**config.mk**
```make
export PLATFORM = sky130hd
export DESIGN_NAME = multi_pulse_detect_flat
export DESIGN_NICKNAME = d
export VERILOG_FILES = /design/src/rtl/multi_pulse_detect_pkg.sv /design/src/rtl/multi_pulse_detect_if.sv /design/src/rtl/multi_pulse_detect_pd_channel.sv /design/src/rtl/multi_pulse_detect.sv /design/src/flat_wrapper.sv
export SDC_FILE = /design/constraint.sdc
export NUM_CORES = 1
export LEC_CHECK = 0
export ABC_AREA = 0
export CAP_MARGIN = 10
export CELL_PAD_IN_SITES_DETAIL_PLACEMENT = 0
export CELL_PAD_IN_SITES_GLOBAL_PLACEMENT = 1
export CORE_ASPECT_RATIO = 0.8
export CORE_MARGIN = 2
export CORE_UTILIZATION = 38
export DETAILED_ROUTE_END_ITERATION = 6
export PLACE_DENSITY = 0.78
export SLEW_MARGIN = 20
export SYNTH_ARGS = -nofsm -noshare
export SYNTH_HDL_FRONTEND = slang
export SYNTH_SLANG_ARGS = --single-unit
```
**constraint.sdc**
```tcl
create_clock -name sync_clk -period 2 [get_ports sync_clk]
set_clock_uncertainty 0.2 [all_clocks]
set_input_delay 0.4 -clock sync_clk [delete_from_list [all_inputs] [get_ports sync_clk]]
set_output_delay 0.4 -clock sync_clk [all_outputs]
set_load 0.05 [all_outputs]
```
**src/rtl/multi_pulse_detect_pkg.sv**
```systemverilog
// rtl/multi_pulse_detect_pkg.sv - shared types and helpers for multi_pulse_detect
//
// Package pulse_detect_pkg:
//   mode_e      : per-channel edge select (OFF / RISE / FALL / BOTH)
//   state_e     : per-channel stretch FSM state (IDLE / STRETCH)
//   edge_match(): mode qualification of raw rise/fall flags
package pulse_detect_pkg;

    typedef enum logic [1:0] {
        OFF  = 2'b00,
        RISE = 2'b01,
        FALL = 2'b10,
        BOTH = 2'b11
    } mode_e;

    typedef enum logic {
        IDLE    = 1'b0,
        STRETCH = 1'b1
    } state_e;

    function automatic logic edge_match(input mode_e m, input logic rise, input logic fall);
        logic hit;
        hit = 1'b0;
        unique case (m)
            OFF:  hit = 1'b0;
            RISE: hit = rise;
            FALL: hit = fall;
            BOTH: hit = rise | fall;
            default: hit = 1'b0;
        endcase
        return hit;
    endfunction

endpackage

```
**src/rtl/multi_pulse_detect_if.sv**
```systemverilog
// rtl/multi_pulse_detect_if.sv - signal bundle between stimulus side and multi_pulse_detect
//
// Parameters: CH_NUM channels, CNT_W stretch length width.
// Signals:
//   sig_in      [CH_NUM]   asynchronous level inputs
//   mode        [2*CH_NUM] per-channel edge select, 2 bits per channel
//   stretch_len [CNT_W]    pulse length minus one
//   level_out   [CH_NUM]   synchronized levels
//   pulse_out   [CH_NUM]   stretched detection pulses
//   retrig      [CH_NUM]   one-cycle retrigger flags
//   evt_clr / evt_sticky   only with MULTI_PULSE_DETECT_STICKY_EN
// Modports: master drives inputs of the detector, slave is the detector.
interface multi_pulse_detect_if #(
    parameter int CH_NUM = 4,
    parameter int CNT_W  = 8
);
    logic [CH_NUM-1:0]   sig_in;
    logic [2*CH_NUM-1:0] mode;
    logic [CNT_W-1:0]    stretch_len;
    logic [CH_NUM-1:0]   level_out;
    logic [CH_NUM-1:0]   pulse_out;
    logic [CH_NUM-1:0]   retrig;
`ifdef MULTI_PULSE_DETECT_STICKY_EN
    logic [CH_NUM-1:0]   evt_clr;
    logic [CH_NUM-1:0]   evt_sticky;
`endif

    modport master (
        output sig_in, mode, stretch_len,
        input  level_out, pulse_out, retrig
`ifdef MULTI_PULSE_DETECT_STICKY_EN
        , output evt_clr
        , input  evt_sticky
`endif
    );

    modport slave (
        input  sig_in, mode, stretch_len,
        output level_out, pulse_out, retrig
`ifdef MULTI_PULSE_DETECT_STICKY_EN
        , input  evt_clr
        , output evt_sticky
`endif
    );

endinterface

```
**src/rtl/multi_pulse_detect_pd_channel.sv**
```systemverilog
// rtl/multi_pulse_detect_pd_channel.sv - one detector channel: sync chain, edge detect, stretch FSM
//
// Module pd_channel. Optional feature macro: MULTI_PULSE_DETECT_STICKY_EN.
// Ports:
//   clk_i, rst_i     block clock, synchronous active-high reset
//   sig_i            asynchronous level input
//   mode_i           edge select, sampled every cycle
//   len_i            stretch length minus one, sampled on load/reload only
//   level_o          last synchronizer stage
//   pulse_o          stretched pulse (high while FSM is in STRETCH)
//   retrig_o         one-cycle flag for an edge arriving during STRETCH
//   evt_clr_i        sticky clear (sticky build only)
//   evt_sticky_o     sticky event flag (sticky build only)
module pd_channel
    import pulse_detect_pkg::*;
#(
    parameter int   SYNC_STAGE = 2,
    parameter int   CNT_W      = 8,
    parameter logic RST_BIT    = 1'b0
) (
    input  logic             clk_i,
    input  logic             rst_i,
    input  logic             sig_i,
    input  mode_e            mode_i,
    input  logic [CNT_W-1:0] len_i,
    output logic             level_o,
    output logic             pulse_o,
    output logic             retrig_o
`ifdef MULTI_PULSE_DETECT_STICKY_EN
    ,
    input  logic             evt_clr_i,
    output logic             evt_sticky_o
`endif
);

    logic [SYNC_STAGE-1:0] sync_q;
    logic                  prev_q;
    logic                  rise_q;
    logic                  fall_q;
    logic                  level;
    logic                  qual_edge;

    state_e                state_q, state_d;
    logic [CNT_W-1:0]      cnt_q, cnt_d;
    logic                  retrig_q, retrig_d;

    assign level = sync_q[SYNC_STAGE-1];

    // Synchronizer and previous-level copy share the reset level so that a
    // release with sig_i at that level produces no spurious edge.
    always_ff @(posedge clk_i) begin
        if (rst_i) begin
            sync_q <= {SYNC_STAGE{RST_BIT}};
            prev_q <= RST_BIT;
            rise_q <= 1'b0;
            fall_q <= 1'b0;
        end else begin
            sync_q <= {sync_q[SYNC_STAGE-2:0], sig_i};
            prev_q <= level;
            // Raw edges are registered; mode is applied a cycle later so the
            // current mode decides whether the edge counts.
            rise_q <= level & ~prev_q;
            fall_q <= ~level & prev_q;
        end
    end

    assign qual_edge = edge_match(mode_i, rise_q, fall_q);

    // FSM state register
    always_ff @(posedge clk_i) begin
        if (rst_i) begin
            state_q  <= IDLE;
            cnt_q    <= '0;
            retrig_q <= 1'b0;
        end else begin
            state_q  <= state_d;
            cnt_q    <= cnt_d;
            retrig_q <= retrig_d;
        end
    end

    // FSM next state
    always_comb begin
        state_d  = state_q;
        cnt_d    = cnt_q;
        retrig_d = 1'b0;
        if (mode_i == OFF) begin
            state_d = IDLE;
            cnt_d   = '0;
        end else begin
            unique case (state_q)
                IDLE: begin
                    if (qual_edge) begin
                        state_d = STRETCH;
                        cnt_d   = len_i;
                    end
                end
                STRETCH: begin
                    if (qual_edge) begin
                        cnt_d    = len_i;
                        retrig_d = 1'b1;
                    end else if (cnt_q == '0) begin
                        state_d = IDLE;
                    end else begin
                        cnt_d = cnt_q - CNT_W'(1);
                    end
                end
                default: begin
                    state_d = IDLE;
                    cnt_d   = '0;
                end
            endcase
        end
    end

    // FSM outputs
    always_comb begin
        level_o  = level;
        pulse_o  = (state_q == STRETCH);
        retrig_o = retrig_q;
    end

`ifdef MULTI_PULSE_DETECT_STICKY_EN
    logic sticky_q;

    // Set has priority over a simultaneous clear.
    always_ff @(posedge clk_i) begin
        if (rst_i) begin
            sticky_q <= 1'b0;
        end else if (qual_edge) begin
            sticky_q <= 1'b1;
        end else if (evt_clr_i) begin
            sticky_q <= 1'b0;
        end
    end

    assign evt_sticky_o = sticky_q;
`endif

endmodule

```
**src/rtl/multi_pulse_detect.sv**
```systemverilog
// rtl/multi_pulse_detect.sv - multi-channel synchronizing edge detector with pulse stretch
//
// Optional feature macro: MULTI_PULSE_DETECT_STICKY_EN (adds evt_clr / evt_sticky).
// Ports:
//   sync_clk   block clock
//   sync_rst   synchronous active-high reset
//   bus        multi_pulse_detect_if.slave: sig_in, mode, stretch_len in;
//              level_out, pulse_out, retrig out (plus sticky pair when enabled)
// Parameters: CH_NUM (1..32), SYNC_STAGE (2..4), CNT_W, RST_LEVEL per channel.
module multi_pulse_detect
    import pulse_detect_pkg::*;
#(
    parameter int                CH_NUM     = 4,
    parameter int                SYNC_STAGE = 2,
    parameter int                CNT_W      = 8,
    parameter logic [CH_NUM-1:0] RST_LEVEL  = {CH_NUM{1'b0}}
) (
    input  logic                  sync_clk,
    input  logic                  sync_rst,
    multi_pulse_detect_if.slave   bus
);

    for (genvar i = 0; i < CH_NUM; i++) begin : g_ch
        pd_channel #(
            .SYNC_STAGE (SYNC_STAGE),
            .CNT_W      (CNT_W),
            .RST_BIT    (RST_LEVEL[i])
        ) u_ch (
            .clk_i        (sync_clk),
            .rst_i        (sync_rst),
            .sig_i        (bus.sig_in[i]),
            .mode_i       (mode_e'(bus.mode[2*i +: 2])),
            .len_i        (bus.stretch_len),
            .level_o      (bus.level_out[i]),
            .pulse_o      (bus.pulse_out[i]),
            .retrig_o     (bus.retrig[i])
`ifdef MULTI_PULSE_DETECT_STICKY_EN
            ,
            .evt_clr_i    (bus.evt_clr[i]),
            .evt_sticky_o (bus.evt_sticky[i])
`endif
        );
    end

endmodule
```
**src/flat_wrapper.sv**
```systemverilog
// flat-port wrapper written by rule: the top's interface ports become plain ports
module multi_pulse_detect_flat import pulse_detect_pkg::*;
#(
    parameter int                CH_NUM     = 4,
    parameter int                SYNC_STAGE = 2,
    parameter int                CNT_W      = 8,
    parameter logic [CH_NUM-1:0] RST_LEVEL  = {CH_NUM{1'b0}}
)
  (sync_clk, sync_rst, bus_sig_in, bus_mode, bus_stretch_len, bus_level_out, bus_pulse_out, bus_retrig);
  multi_pulse_detect_if #(.CH_NUM(CH_NUM), .CNT_W(CNT_W)) bus_i ();
  input  logic sync_clk;
  input  logic sync_rst;
  input wire logic [$bits(bus_i.sig_in)-1:0] bus_sig_in;
  input wire logic [$bits(bus_i.mode)-1:0] bus_mode;
  input wire logic [$bits(bus_i.stretch_len)-1:0] bus_stretch_len;
  output wire logic [$bits(bus_i.level_out)-1:0] bus_level_out;
  output wire logic [$bits(bus_i.pulse_out)-1:0] bus_pulse_out;
  output wire logic [$bits(bus_i.retrig)-1:0] bus_retrig;
  assign bus_i.sig_in = bus_sig_in;
  assign bus_i.mode = bus_mode;
  assign bus_i.stretch_len = bus_stretch_len;
  assign bus_level_out = bus_i.level_out;
  assign bus_pulse_out = bus_i.pulse_out;
  assign bus_retrig = bus_i.retrig;
  multi_pulse_detect #(.CH_NUM(CH_NUM), .SYNC_STAGE(SYNC_STAGE), .CNT_W(CNT_W), .RST_LEVEL(RST_LEVEL)) u_core (.sync_clk(sync_clk), .sync_rst(sync_rst), .bus(bus_i));
endmodule
```
Word-level counts from Yosys, hierarchy flattened
Index checks and enable logic that the tools add are counted.
{"block": "word_totals", "ff_bits": 60, "out_inout_bits": 12, "elab_cells": 132}
{"block": "classes", "add_sub_neg": 4, "n_eq_ne": 20, "n_mux": 36, "bitwise": 24, "reduce_logical": 20}
{"operator": "2-to-1 mux 8 bit", "count": 12}
{"operator": "case mux 8 bit (2 select lines)", "count": 4}
{"operator": "logical NOT 8 bit", "count": 4}
{"operator": "subtractor 8 x 1 -> 8 bit, second input constant", "count": 4}
{"operator": "equality test 2 bit, second input constant", "count": 8}
{"operator": "case mux 1 bit (4 select lines)", "count": 4}
{"operator": "2-to-1 mux 1 bit", "count": 12}
{"operator": "!= test 3 bit, second input constant", "count": 4}
{"operator": "NOT 1 bit", "count": 12}
{"operator": "OR reduction 3 bit", "count": 4}
{"operator": "bitwise AND 1 bit", "count": 8}
{"operator": "equality test 2 x 1 -> 1 bit, second input constant", "count": 4}
{"operator": "logical NOT 2 bit", "count": 4}
{"operator": "!= test 2 bit, second input constant", "count": 4}
{"operator": "case mux 1 bit (2 select lines)", "count": 4}
{"operator": "AND reduction 2 bit", "count": 4}
{"operator": "OR reduction 2 bit", "count": 4}
{"operator": "OR 1 bit", "count": 4}

Depth between registers and ports, before layout
Gate-level depths: netlist (run 1).
{"block": "depth", "ltp_word": 4, "ltp_mapped": 6, "mapped_depth_nobuf": 6}

Hierarchy
From an unflattened synthesis (run 1), not the netlist that was laid out.
{"block": "hier_totals", "hier_cells": 312, "area_unflattened_um2": 2922.8}
{"mod": "pd_channel", "n_inst": 4, "cells_per_inst": 78, "area_per_inst_um2": 730.7, "seq_area_each_um2": 300.3}

Least setup slack after synthesis (run 1)
OpenSTA, ideal clock, no wires.
{"block": "synth_timing", "path_kind": "register -> register", "from": "reg u_core.g_ch[3].u_ch.cnt_q[0]", "to": "reg u_core.g_ch[3].u_ch.cnt_q[5]", "setup_ns": 0.130, "arrival_time_ns": 1.645, "path_slack_ns": 0.025, "path_stages_with_launch": 7, "path_buffers": 0, "cell_sequence": "dfxtp_1 > inv_1 > ha_1 > or4b_4 > o41a_1 > o221ai_1 > a21oi_1"}
{"block": "synth_via", "elab_chain_len": 4, "elab_cells_between_ends": 7, "cone_classes": "add/sub: 1; eq/ne: 1; mux: 3; reduce/logical: 2"}
{"item": "start: declaration", "line_no": "multi_pulse_detect_pd_channel.sv:44", "rtl": "logic [CNT_W-1:0] cnt_q, cnt_d;"}
{"item": "start signal: assignment", "line_no": "multi_pulse_detect_pd_channel.sv:77", "rtl": "cnt_q <= cnt_d;"}
{"item": "subtractor 8 x 1 -> 8 bit", "line_no": "multi_pulse_detect_pd_channel.sv:105", "rtl": "cnt_d = cnt_q - CNT_W'(1);"}
{"item": "2-to-1 mux 8 bit", "line_no": "multi_pulse_detect_pd_channel.sv:102", "rtl": "end else if (cnt_q == '0) begin"}
{"item": "2-to-1 mux 8 bit", "line_no": "multi_pulse_detect_pd_channel.sv:99", "rtl": "if (qual_edge) begin"}
{"item": "case mux 8 bit (2 select lines)", "line_no": "multi_pulse_detect_pd_channel.sv:91", "rtl": "unique case (state_q)"}
Several ways; a longest one is shown, not always the timed one. The select of a mux whose other input is x is not followed.
A chain may end at the register's enable or synchronous reset.

Worst setup path in the final report (run 1)
{"block": "layout_timing", "from": "reg u_core.g_ch[3].u_ch.cnt_q[0]", "to": "reg u_core.g_ch[3].u_ch.cnt_q[6]"}
The elaborated chain is that of the path after synthesis.

==> impl_results.html, run 1 <==
<table>
<tr><th>Metric</th><th>Value</th></tr>
<tr><th colspan="2">Outcome</th></tr>
<tr><td>Outcome</td><td>finished with violations</td></tr>
<tr><td>Failing checks</td><td>setup timing</td></tr>
<tr><th colspan="2">Worst hold path</th></tr>
<tr><td>Worst min-delay path class</td><td>register to register</td></tr>
<tr><th colspan="2">Pwr</th></tr>
<tr><td>Switching Fraction</td><td>24.7%</td></tr>
<tr><td>Power per cell area</td><td>657 nW/um2</td></tr>
<tr><td>Sw Pwr</td><td>0.647 mW</td></tr>
<tr><td>Leak pwr</td><td>1.50 nW</td></tr>
<tr><td>Portion of total power attributed to combinational logic</td><td>11.7%</td></tr>
<tr><td>Overall power of the completed layout</td><td>2.62 mW</td></tr>
<tr><td>Portion of total power attributed to sequential cells</td><td>47.5%</td></tr>
<tr><td>Maximum resistive drop on vdd</td><td>329 uV</td></tr>
<tr><td>Internal cell power</td><td>1.97 mW</td></tr>
<tr><td>Power share of the clock group</td><td>40.8%</td></tr>
<tr><th colspan="2">STA</th></tr>
<tr><td>RSZ-0062 raised after global routing</td><td>true</td></tr>
<tr><td>Number of pins exceeding their max-slew limit in the final report</td><td>0</td></tr>
<tr><td>Slew @ Worst Pin</td><td>0.666 ns</td></tr>
<tr><td>Final worst-path setup slack</td><td>-0.0543 ns</td></tr>
<tr><td>Worst-case headroom to the max-slew limit</td><td>55.5%</td></tr>
<tr><td>Post-route clock period utilization</td><td>103%</td></tr>
<tr><td>Max Clk Rate</td><td>487 MHz</td></tr>
<tr><td>Final setup viols</td><td>8</td></tr>
<tr><td>Time the final worst path needs with I/O delays and setup</td><td>2.05 ns</td></tr>
<tr><td>Worst hold margin</td><td>0.207 ns</td></tr>
<tr><td>Number of failing hold endpoints at the final stage</td><td>0</td></tr>
<tr><th colspan="2">Global route</th></tr>
<tr><td>Pin count of the biggest net entering global routing</td><td>17</td></tr>
<tr><td>Total grt overflow</td><td>0</td></tr>
<tr><td>GRT Overall Usage</td><td>19.2%</td></tr>
<tr><td>First-pass GRT wire length</td><td>13,600 um</td></tr>
<tr><td>Vias in the first global route</td><td>2,758</td></tr>
<tr><td>Initial antenna violation count</td><td>0</td></tr>
<tr><th colspan="2">Clock tree</th></tr>
<tr><td>Clock transition at the registers of the reported paths</td><td>0.07 ns</td></tr>
<tr><td>Root buffer cell</td><td>sky130_fd_sc_hd__clkbuf_8</td></tr>
<tr><td>Hold-fix buffer count after cts</td><td>0</td></tr>
<tr><td>Number of clock buffers inserted by TritonCTS</td><td>9</td></tr>
<tr><td>CTS tree</td><td>yes</td></tr>
<tr><td>H-tree lvl count</td><td>3</td></tr>
<tr><td>Clock latency at the later pin of the worst-skew pair</td><td>0.33 ns</td></tr>
<tr><td>Max clock buf depth</td><td>2</td></tr>
<tr><td>Clock sinks</td><td>60</td></tr>
<tr><th colspan="2">Die</th></tr>
<tr><td>Total die area</td><td>8790 um2</td></tr>
<tr><td>Effective utilization at floorplan</td><td>38.9%</td></tr>
<tr><td>Die Span X</td><td>104 um</td></tr>
<tr><td>Area of the core</td><td>7870 um2</td></tr>
<tr><td>Number of rows in the core area</td><td>29</td></tr>
<tr><td>Vertical extent of the die</td><td>84.3 um</td></tr>
<tr><td>Num ports</td><td>34</td></tr>
<tr><th colspan="2">Final layout</th></tr>
<tr><td>Non-filler cells, final</td><td>532</td></tr>
<tr><td>Fraction of final layout cells with drive strength greater than 1</td><td>23.1%</td></tr>
<tr><td>Area growth from synthesis to layout</td><td>30.3%</td></tr>
<tr><td>Antenna Cells</td><td>0</td></tr>
<tr><td>Nets</td><td>450</td></tr>
<tr><th colspan="2">Logic synthesis</th></tr>
<tr><td>Number of enable-type register cells in the synthesized netlist</td><td>0</td></tr>
<tr><td>Net count of the mapped netlist</td><td>383</td></tr>
<tr><td>Number of synthesized register bits</td><td>60</td></tr>
<tr><td>Synth async-reset ratio</td><td>0%</td></tr>
<tr><td>Library cells used by synthesis</td><td>57</td></tr>
<tr><td>Mean cell area of the mapped netlist</td><td>8.67 um2</td></tr>
<tr><td>Leading register cell type out of synthesis</td><td>sky130_fd_sc_hd__dfxtp_1</td></tr>
<tr><td>Yosys Warn Count</td><td>0</td></tr>
<tr><td>Portion of the post-synthesis area used by sequential elements</td><td>39.2%</td></tr>
<tr><td>Cell area after technology mapping</td><td>3060 um2</td></tr>
<tr><td>Syn Inst Count</td><td>353</td></tr>
<tr><th colspan="2">Job</th></tr>
<tr><td>Max-Cap Viols</td><td>0</td></tr>
<tr><th colspan="2">Placed design</th></tr>
<tr><td>Port Buffer Count</td><td>33</td></tr>
<tr><td>Setup slack after placement</td><td>-0.169 ns</td></tr>
<tr><td>Routability congestion estimate</td><td>0.857</td></tr>
<tr><td>Placed wire-length estimate</td><td>5900 um</td></tr>
<tr><td>Total placed cells including tap cells</td><td>515</td></tr>
<tr><th colspan="2">Routing</th></tr>
<tr><td>Starting DRC count in detailed routing</td><td>178</td></tr>
<tr><td>Detailed Route WL</td><td>8030 um</td></tr>
<tr><td># DRC</td><td>0</td></tr>
<tr><td>Vias</td><td>2,941</td></tr>
<tr><td>First-pass iteration count of the detailed router</td><td>4</td></tr>
<tr><td>Remaining antenna violation count after routing</td><td>0</td></tr>
<tr><td>Via/cell ratio</td><td>5.53</td></tr>
<tr><td>Routed WL per cell</td><td>15.1 um</td></tr>
<tr><th colspan="2">Setup path</th></tr>
<tr><td>Cell-by-cell listing of the critical path</td><td>inv_2 -&gt; ha_1 -&gt; or4b_4 -&gt; or3_1 -&gt; and3_1 -&gt; o31ai_2</td></tr>
<tr><td>Library cell contributing the largest single delay on the critical path</td><td>sky130_fd_sc_hd__or4b_4</td></tr>
<tr><td>Critical Path Source Type</td><td>register</td></tr>
<tr><td>Type of the worst setup path</td><td>register to register</td></tr>
<tr><td>Buf+Inv Stages, Crit Path</td><td>1</td></tr>
<tr><td>Req. time, crit path</td><td>2.05 ns</td></tr>
<tr><td>Largest stage delay on the critical path</td><td>0.48 ns</td></tr>
<tr><td>Largest delay share family, worst path</td><td>simple AND/OR/NAND/NOR gates</td></tr>
<tr><td>Kind of end point of the critical path</td><td>register</td></tr>
<tr><td>Data arrival time of the critical path</td><td>2.10 ns</td></tr>
<tr><td>Crit-path max FO</td><td>3</td></tr>
</table>
cells in the mapped netlist (8+ instances only):
cell,count,area (um2)
sky130_fd_sc_hd__nor2_1,26,97.6
sky130_fd_sc_hd__a21oi_1,19,95.1
sky130_fd_sc_hd__ha_1,8,100
sky130_fd_sc_hd__nor3_1,14,70.1
sky130_fd_sc_hd__clkbuf_1,12,45.0
sky130_fd_sc_hd__buf_4,12,90.1
sky130_fd_sc_hd__o21ai_0,12,60.1
sky130_fd_sc_hd__nand3_1,14,70.1
sky130_fd_sc_hd__a21boi_0,8,60.1
sky130_fd_sc_hd__inv_1,17,63.8
sky130_fd_sc_hd__nand2_1,13,48.8
sky130_fd_sc_hd__nor4_1,11,68.8
sky130_fd_sc_hd__a211oi_1,10,75.1
sky130_fd_sc_hd__dfxtp_1,60,1200
sky130_fd_sc_hd__nor2b_1,16,100
layer usage:
layer  share of wire [%]  GRT usage [%]
met1                  48           26.7
met2                  45           29.1
met3                 5.8           5.59
met4                 1.0           5.53
met5                   0              0
stage by stage:
| step | TNS [ns] | util [%] | area [um2] |
|---|---|---|---|
| finish | -0.201 | 50.6 | 3990 |
| global route | -0.965 | 50.6 | 3990 |
| CTS | -0.235 | 50.2 | 3950 |
| detailed placement | -0.664 | 47.7 | 3750 |
| global placement | -0.498 | 47.7 | 3750 |
| floorplan | 0 | - | 3060 |
layout make-up:
cell class | count | area [um2]
Multi-Input combinational cell | 250 | 1680
Sequential cell | 60 | 1200
Fill cell | 755 | 3890
Clock inverter | 4 | 50.0
Tap cell | 108 | 135
Inverter | 17 | 63.8
Clock buffer | 11 | 141
Timing Repair Buffer | 82 | 718
registers in the layout, summed over array words and instances, names as in the netlist:
name                       count
u_core.g_ch.u_ch.cnt_q        32
u_core.g_ch.u_ch.sync_q        8
u_core.g_ch.u_ch.fall_q        4
u_core.g_ch.u_ch.prev_q        4
u_core.g_ch.u_ch.pulse_o       4
u_core.g_ch.u_ch.retrig_o      4
u_core.g_ch.u_ch.rise_q        4
cell usage in the layout, fill, tap and decap left out, drive strengths merged, types with 8 or more instances in the layout:
| cell | count |
|---|---|
| buf | 61 |
| dfxtp | 60 |
| nor2 | 26 |
| clkdlybuf4s50 | 21 |
| a21oi | 19 |
| inv | 17 |
| nor2b | 16 |
| nor3 | 14 |
| nand3 | 14 |
| nand2 | 13 |
| o21ai | 13 |
| nor4 | 11 |
| clkbuf | 11 |
| a211oi | 10 |
| a21boi | 8 |
| ha | 8 |
kinds of logic after synthesis:
logic type,count (synthesis),share of synthesized area [%]
AOI/OAI and AO/OA,104,24.4
DFF,60,39.2
muxes,2,0.654
buffers and inverters,43,6.83
xor gates and xnor gates,5,1.43
and+or+nand+nor,131,24.2
adders and majority gates,8,3.27
what timing repair did:
action                                  4_1_cts  5_1_grt
cloned                                        0        0
pin swaps                                     4        3
gates resized for setup                       4        5
setup buffers                                 0        2
endpoints found under the setup margin        8       14
final timing paths:
kind                                      from                           end  slack, ns  cells past startpoint
setup reg to reg  u_core.g_ch[3].u_ch.cnt_q[0]  u_core.g_ch[3].u_ch.cnt_q[6]      -0.05                      6
hold / removal      u_core.g_ch[1].u_ch.prev_q    u_core.g_ch[1].u_ch.rise_q       0.21                      1
setup / recovery  u_core.g_ch[3].u_ch.cnt_q[0]  u_core.g_ch[3].u_ch.cnt_q[6]      -0.05                      6
hold reg to reg     u_core.g_ch[1].u_ch.prev_q    u_core.g_ch[1].u_ch.rise_q       0.21                      1
power groups by stage:
| stage | Clock [mW] | Sequential (mW) | Combinational, mW |
|---|---|---|---|
| after floorplan | 0 | 1.26 | 0.160 |
| after global placement | 0 | 1.27 | 0.297 |
| after detailed placement | 0 | 1.27 | 0.300 |
| after CTS | 1.11 | 1.24 | 0.302 |
| after global routing | 1.16 | 1.25 | 0.334 |
| final | 1.07 | 1.24 | 0.305 |
(Power assumes the default switching activity.)
==> inputs of run 2 (changes only) <==
- CORE_ASPECT_RATIO: 0.8 -> not set
- SLEW_MARGIN: 20 -> not set
==> impl_results.html, run 2 (synthesis results as in run 1) <==
<table>
<tr><th>Metric</th><th>Value</th></tr>
<tr><th colspan="2">Outcome</th></tr>
<tr><td>Outcome</td><td>finished with violations</td></tr>
<tr><td>Failing checks</td><td>setup timing</td></tr>
<tr><th colspan="2">Final layout</th></tr>
<tr><td>Register containing the most flip-flops in the final layout</td><td>u_core.g_ch.u_ch.cnt_q</td></tr>
<tr><td>Finished Core Util</td><td>52.4%</td></tr>
<tr><td>Number of inserted filler cells in the final layout</td><td>707</td></tr>
<tr><td>Area growth from synthesis to layout</td><td>33.0%</td></tr>
<tr><td>Fraction of final layout cells with drive strength greater than 1</td><td>26.8%</td></tr>
<tr><td>Largest registers</td><td>u_core.g_ch.u_ch.cnt_q (32), u_core.g_ch.u_ch.sync_q (8)</td></tr>
<tr><td>Number of flip-flops under the largest register name</td><td>32</td></tr>
<tr><td>Most common library cell in the layout ignoring fill and taps</td><td>sky130_fd_sc_hd__buf_4</td></tr>
<tr><td>Antenna Cells</td><td>0</td></tr>
<tr><td>Nets</td><td>455</td></tr>
<tr><td>Highest-count cells in the layout ignoring fill and taps</td><td>60 x sky130_fd_sc_hd__buf_4, 56 x sky130_fd_sc_hd__dfxtp_1, 25 x sky130_fd_sc_hd__nor2_1</td></tr>
<tr><th colspan="2">Placed design</th></tr>
<tr><td>Setup slack after placement</td><td>-0.159 ns</td></tr>
<tr><td>Placed wire-length estimate</td><td>5740 um</td></tr>
<tr><td>Routability congestion estimate</td><td>0.851</td></tr>
<tr><td>Port Buffer Count</td><td>33</td></tr>
<tr><th colspan="2">Setup path</th></tr>
<tr><td>Launch instance of the worst register-to-register path</td><td>u_core.g_ch[3].u_ch.cnt_q[0]</td></tr>
<tr><td>Data arrival time of the critical path</td><td>2.13 ns</td></tr>
<tr><td>Kind of end point of the critical path</td><td>register</td></tr>
<tr><td>Req. time, crit path</td><td>2.02 ns</td></tr>
<tr><td>Crit-path max FO</td><td>7</td></tr>
<tr><td>Type of the worst setup path</td><td>register to register</td></tr>
<tr><td>Largest delay share family, worst path</td><td>compound AO/OA/AOI/OAI gates</td></tr>
<tr><td>Minimum setup slack among reg-to-reg paths</td><td>-0.12 ns</td></tr>
<tr><td>Critical Path Source Type</td><td>register</td></tr>
<tr><td>Library cell contributing the largest single delay on the critical path</td><td>sky130_fd_sc_hd__o41a_1</td></tr>
<tr><td>Count of cells along the worst register-to-register path</td><td>6</td></tr>
<tr><td>Buf+Inv Stages, Crit Path</td><td>1</td></tr>
<tr><td>Largest stage delay on the critical path</td><td>0.48 ns</td></tr>
<tr><td>Terminus of the critical flop-to-flop path</td><td>u_core.g_ch[3].u_ch.cnt_q[1]</td></tr>
<tr><td>Cell-by-cell listing of the critical path</td><td>inv_4 -&gt; ha_4 -&gt; or4b_4 -&gt; o41a_1 -&gt; o221ai_2 -&gt; a21oi_2</td></tr>
<tr><th colspan="2">Worst hold path</th></tr>
<tr><td>Source of the worst hold timing path</td><td>u_core.g_ch[3].u_ch.prev_q</td></tr>
<tr><td>Worst Hold Endpoint</td><td>u_core.g_ch[3].u_ch.rise_q</td></tr>
<tr><td>Worst min-delay path class</td><td>register to register</td></tr>
<tr><td>Hold Path Cell Cnt</td><td>1</td></tr>
<tr><th colspan="2">Die</th></tr>
<tr><td>Num ports</td><td>34</td></tr>
<tr><td>Vertical extent of the die</td><td>93.7 um</td></tr>
<tr><td>Area of the core</td><td>7770 um2</td></tr>
<tr><td>Die Span X</td><td>93.7 um</td></tr>
<tr><td>Total die area</td><td>8790 um2</td></tr>
<tr><td>Number of rows in the core area</td><td>32</td></tr>
<tr><td>Effective utilization at floorplan</td><td>39.4%</td></tr>
<tr><th colspan="2">Pwr</th></tr>
<tr><td>Overall power of the completed layout</td><td>2.52 mW</td></tr>
<tr><td>Maximum resistive drop on vdd</td><td>426 uV</td></tr>
<tr><td>Leak pwr</td><td>1.54 nW</td></tr>
<tr><td>Power per cell area</td><td>619 nW/um2</td></tr>
<tr><th colspan="2">STA</th></tr>
<tr><td>Worst hold margin</td><td>0.203 ns</td></tr>
<tr><td>Final worst-path setup slack</td><td>-0.118 ns</td></tr>
<tr><td>Time the final worst path needs with I/O delays and setup</td><td>2.12 ns</td></tr>
<tr><td>Number of pins exceeding their max-slew limit in the final report</td><td>0</td></tr>
<tr><td>Worst-case headroom to the max-slew limit</td><td>67.7%</td></tr>
<tr><td>Number of failing hold endpoints at the final stage</td><td>0</td></tr>
<tr><td>Slew @ Worst Pin</td><td>0.481 ns</td></tr>
<tr><td>RSZ-0062 raised after global routing</td><td>true</td></tr>
<tr><td>Max Clk Rate</td><td>472 MHz</td></tr>
<tr><td>Final setup viols</td><td>9</td></tr>
<tr><td>Post-route clock period utilization</td><td>106%</td></tr>
<tr><th colspan="2">Routing</th></tr>
<tr><td>Starting DRC count in detailed routing</td><td>142</td></tr>
<tr><td>Routed WL per cell</td><td>15.3 um</td></tr>
<tr><td>Remaining antenna violation count after routing</td><td>0</td></tr>
<tr><td>Detailed Route WL</td><td>8100 um</td></tr>
<tr><td>Vias</td><td>2,938</td></tr>
<tr><td># DRC</td><td>0</td></tr>
<tr><td>First-pass iteration count of the detailed router</td><td>4</td></tr>
<tr><td>Via/cell ratio</td><td>5.53</td></tr>
<tr><th colspan="2">Global route</th></tr>
<tr><td>Pin count of the biggest net entering global routing</td><td>20</td></tr>
<tr><td>First-pass GRT wire length</td><td>13,200 um</td></tr>
<tr><td>GRT Overall Usage</td><td>19.2%</td></tr>
<tr><td>Total grt overflow</td><td>0</td></tr>
<tr><td>Vias in the first global route</td><td>2,811</td></tr>
<tr><td>Initial antenna violation count</td><td>0</td></tr>
<tr><th colspan="2">Job</th></tr>
<tr><td>Max-Cap Viols</td><td>0</td></tr>
<tr><th colspan="2">Clock tree</th></tr>
<tr><td>Clock transition at the registers of the reported paths</td><td>0.07 ns</td></tr>
<tr><td>Max clock buf depth</td><td>2</td></tr>
<tr><td>Clock latency at the later pin of the worst-skew pair</td><td>0.34 ns</td></tr>
<tr><td>CTS tree</td><td>yes</td></tr>
<tr><td>Root buffer cell</td><td>sky130_fd_sc_hd__clkbuf_8</td></tr>
<tr><td>Clock sinks</td><td>60</td></tr>
<tr><td>Hold-fix buffer count after cts</td><td>0</td></tr>
<tr><td>Number of clock buffers inserted by TritonCTS</td><td>9</td></tr>
<tr><td>H-tree lvl count</td><td>3</td></tr>
</table>
==> run 2: per-layer routing <==
metal  vias up  global-route usage (%)  wire length, um
li1       1458                       -                -
met3        21                    5.46              464
met2       100                    30.5             3770
met5         -                       0                0
met4         0                    9.54              244
met1      1359                    23.8             3620
==> run 2: worst register-to-register path, cell delays in order, from the launching register on <==
cell                       delay (ns)
sky130_fd_sc_hd__dfxtp_2         0.33
sky130_fd_sc_hd__inv_4           0.07
sky130_fd_sc_hd__ha_4            0.11
sky130_fd_sc_hd__or4b_4          0.47
sky130_fd_sc_hd__o41a_1          0.48
sky130_fd_sc_hd__o221ai_2        0.25
sky130_fd_sc_hd__a21oi_2         0.08
==> run 2: cell type report <==
type                            count  area [um2]  share of cell area (%)
Timing Repair Buffer               87         763                    18.7
Multi-Input combinational cell    250        1740                    42.7
Clock inverter                      2        10.0                   0.246
Sequential cell                    60        1210                    29.6
Clock buffer                       13         159                    3.90
Tap cell                          102         128                    3.13
Inverter                           17        66.3                    1.63
==> run 2: worst max-delay path by stage <==
stage | from | to | slack, ns | cells after the start
2_1_floorplan | u_core.g_ch[3].u_ch.cnt_q[0] | u_core.g_ch[3].u_ch.cnt_q[5] | 0.02 | 6
3_3_place_gp | bus_mode[5] | u_core.g_ch[2].u_ch.cnt_q[7] | -0.13 | 5
3_5_place_dp | bus_mode[5] | u_core.g_ch[2].u_ch.cnt_q[7] | -0.16 | 5
4_1_cts | u_core.g_ch[3].u_ch.cnt_q[0] | u_core.g_ch[3].u_ch.cnt_q[1] | -0.15 | 6
5_1_grt | u_core.g_ch[3].u_ch.cnt_q[0] | u_core.g_ch[3].u_ch.cnt_q[3] | -0.17 | 6
6_report | u_core.g_ch[3].u_ch.cnt_q[0] | u_core.g_ch[3].u_ch.cnt_q[1] | -0.12 | 6
==> run 2: where the power goes <==
group | internal, mW | total, mW | switching (mW)
logic | 0.155 | 0.314 | 0.159
clock network | 0.507 | 0.962 | 0.455
registers | 1.22 | 1.24 | 0.0223
==> run 2: through the flow <==
stage               TNS [ns]  cell area, um2  cells
detailed placement    -0.982            3750    509
global placement      -0.485            3750    509
global route           -1.33            4070    531
floorplan                  0            3060    353
CTS                   -0.789            4010    531
finish                -0.685            4070    531
==> run 2: timing repair <==
item	4_1_cts	5_1_grt
gates cloned	0	0
hold endpoints to repair	0	0
setup endpoints to repair	9	15
buffers inserted	7	0
pin swaps	7	11
resized for setup	9	17
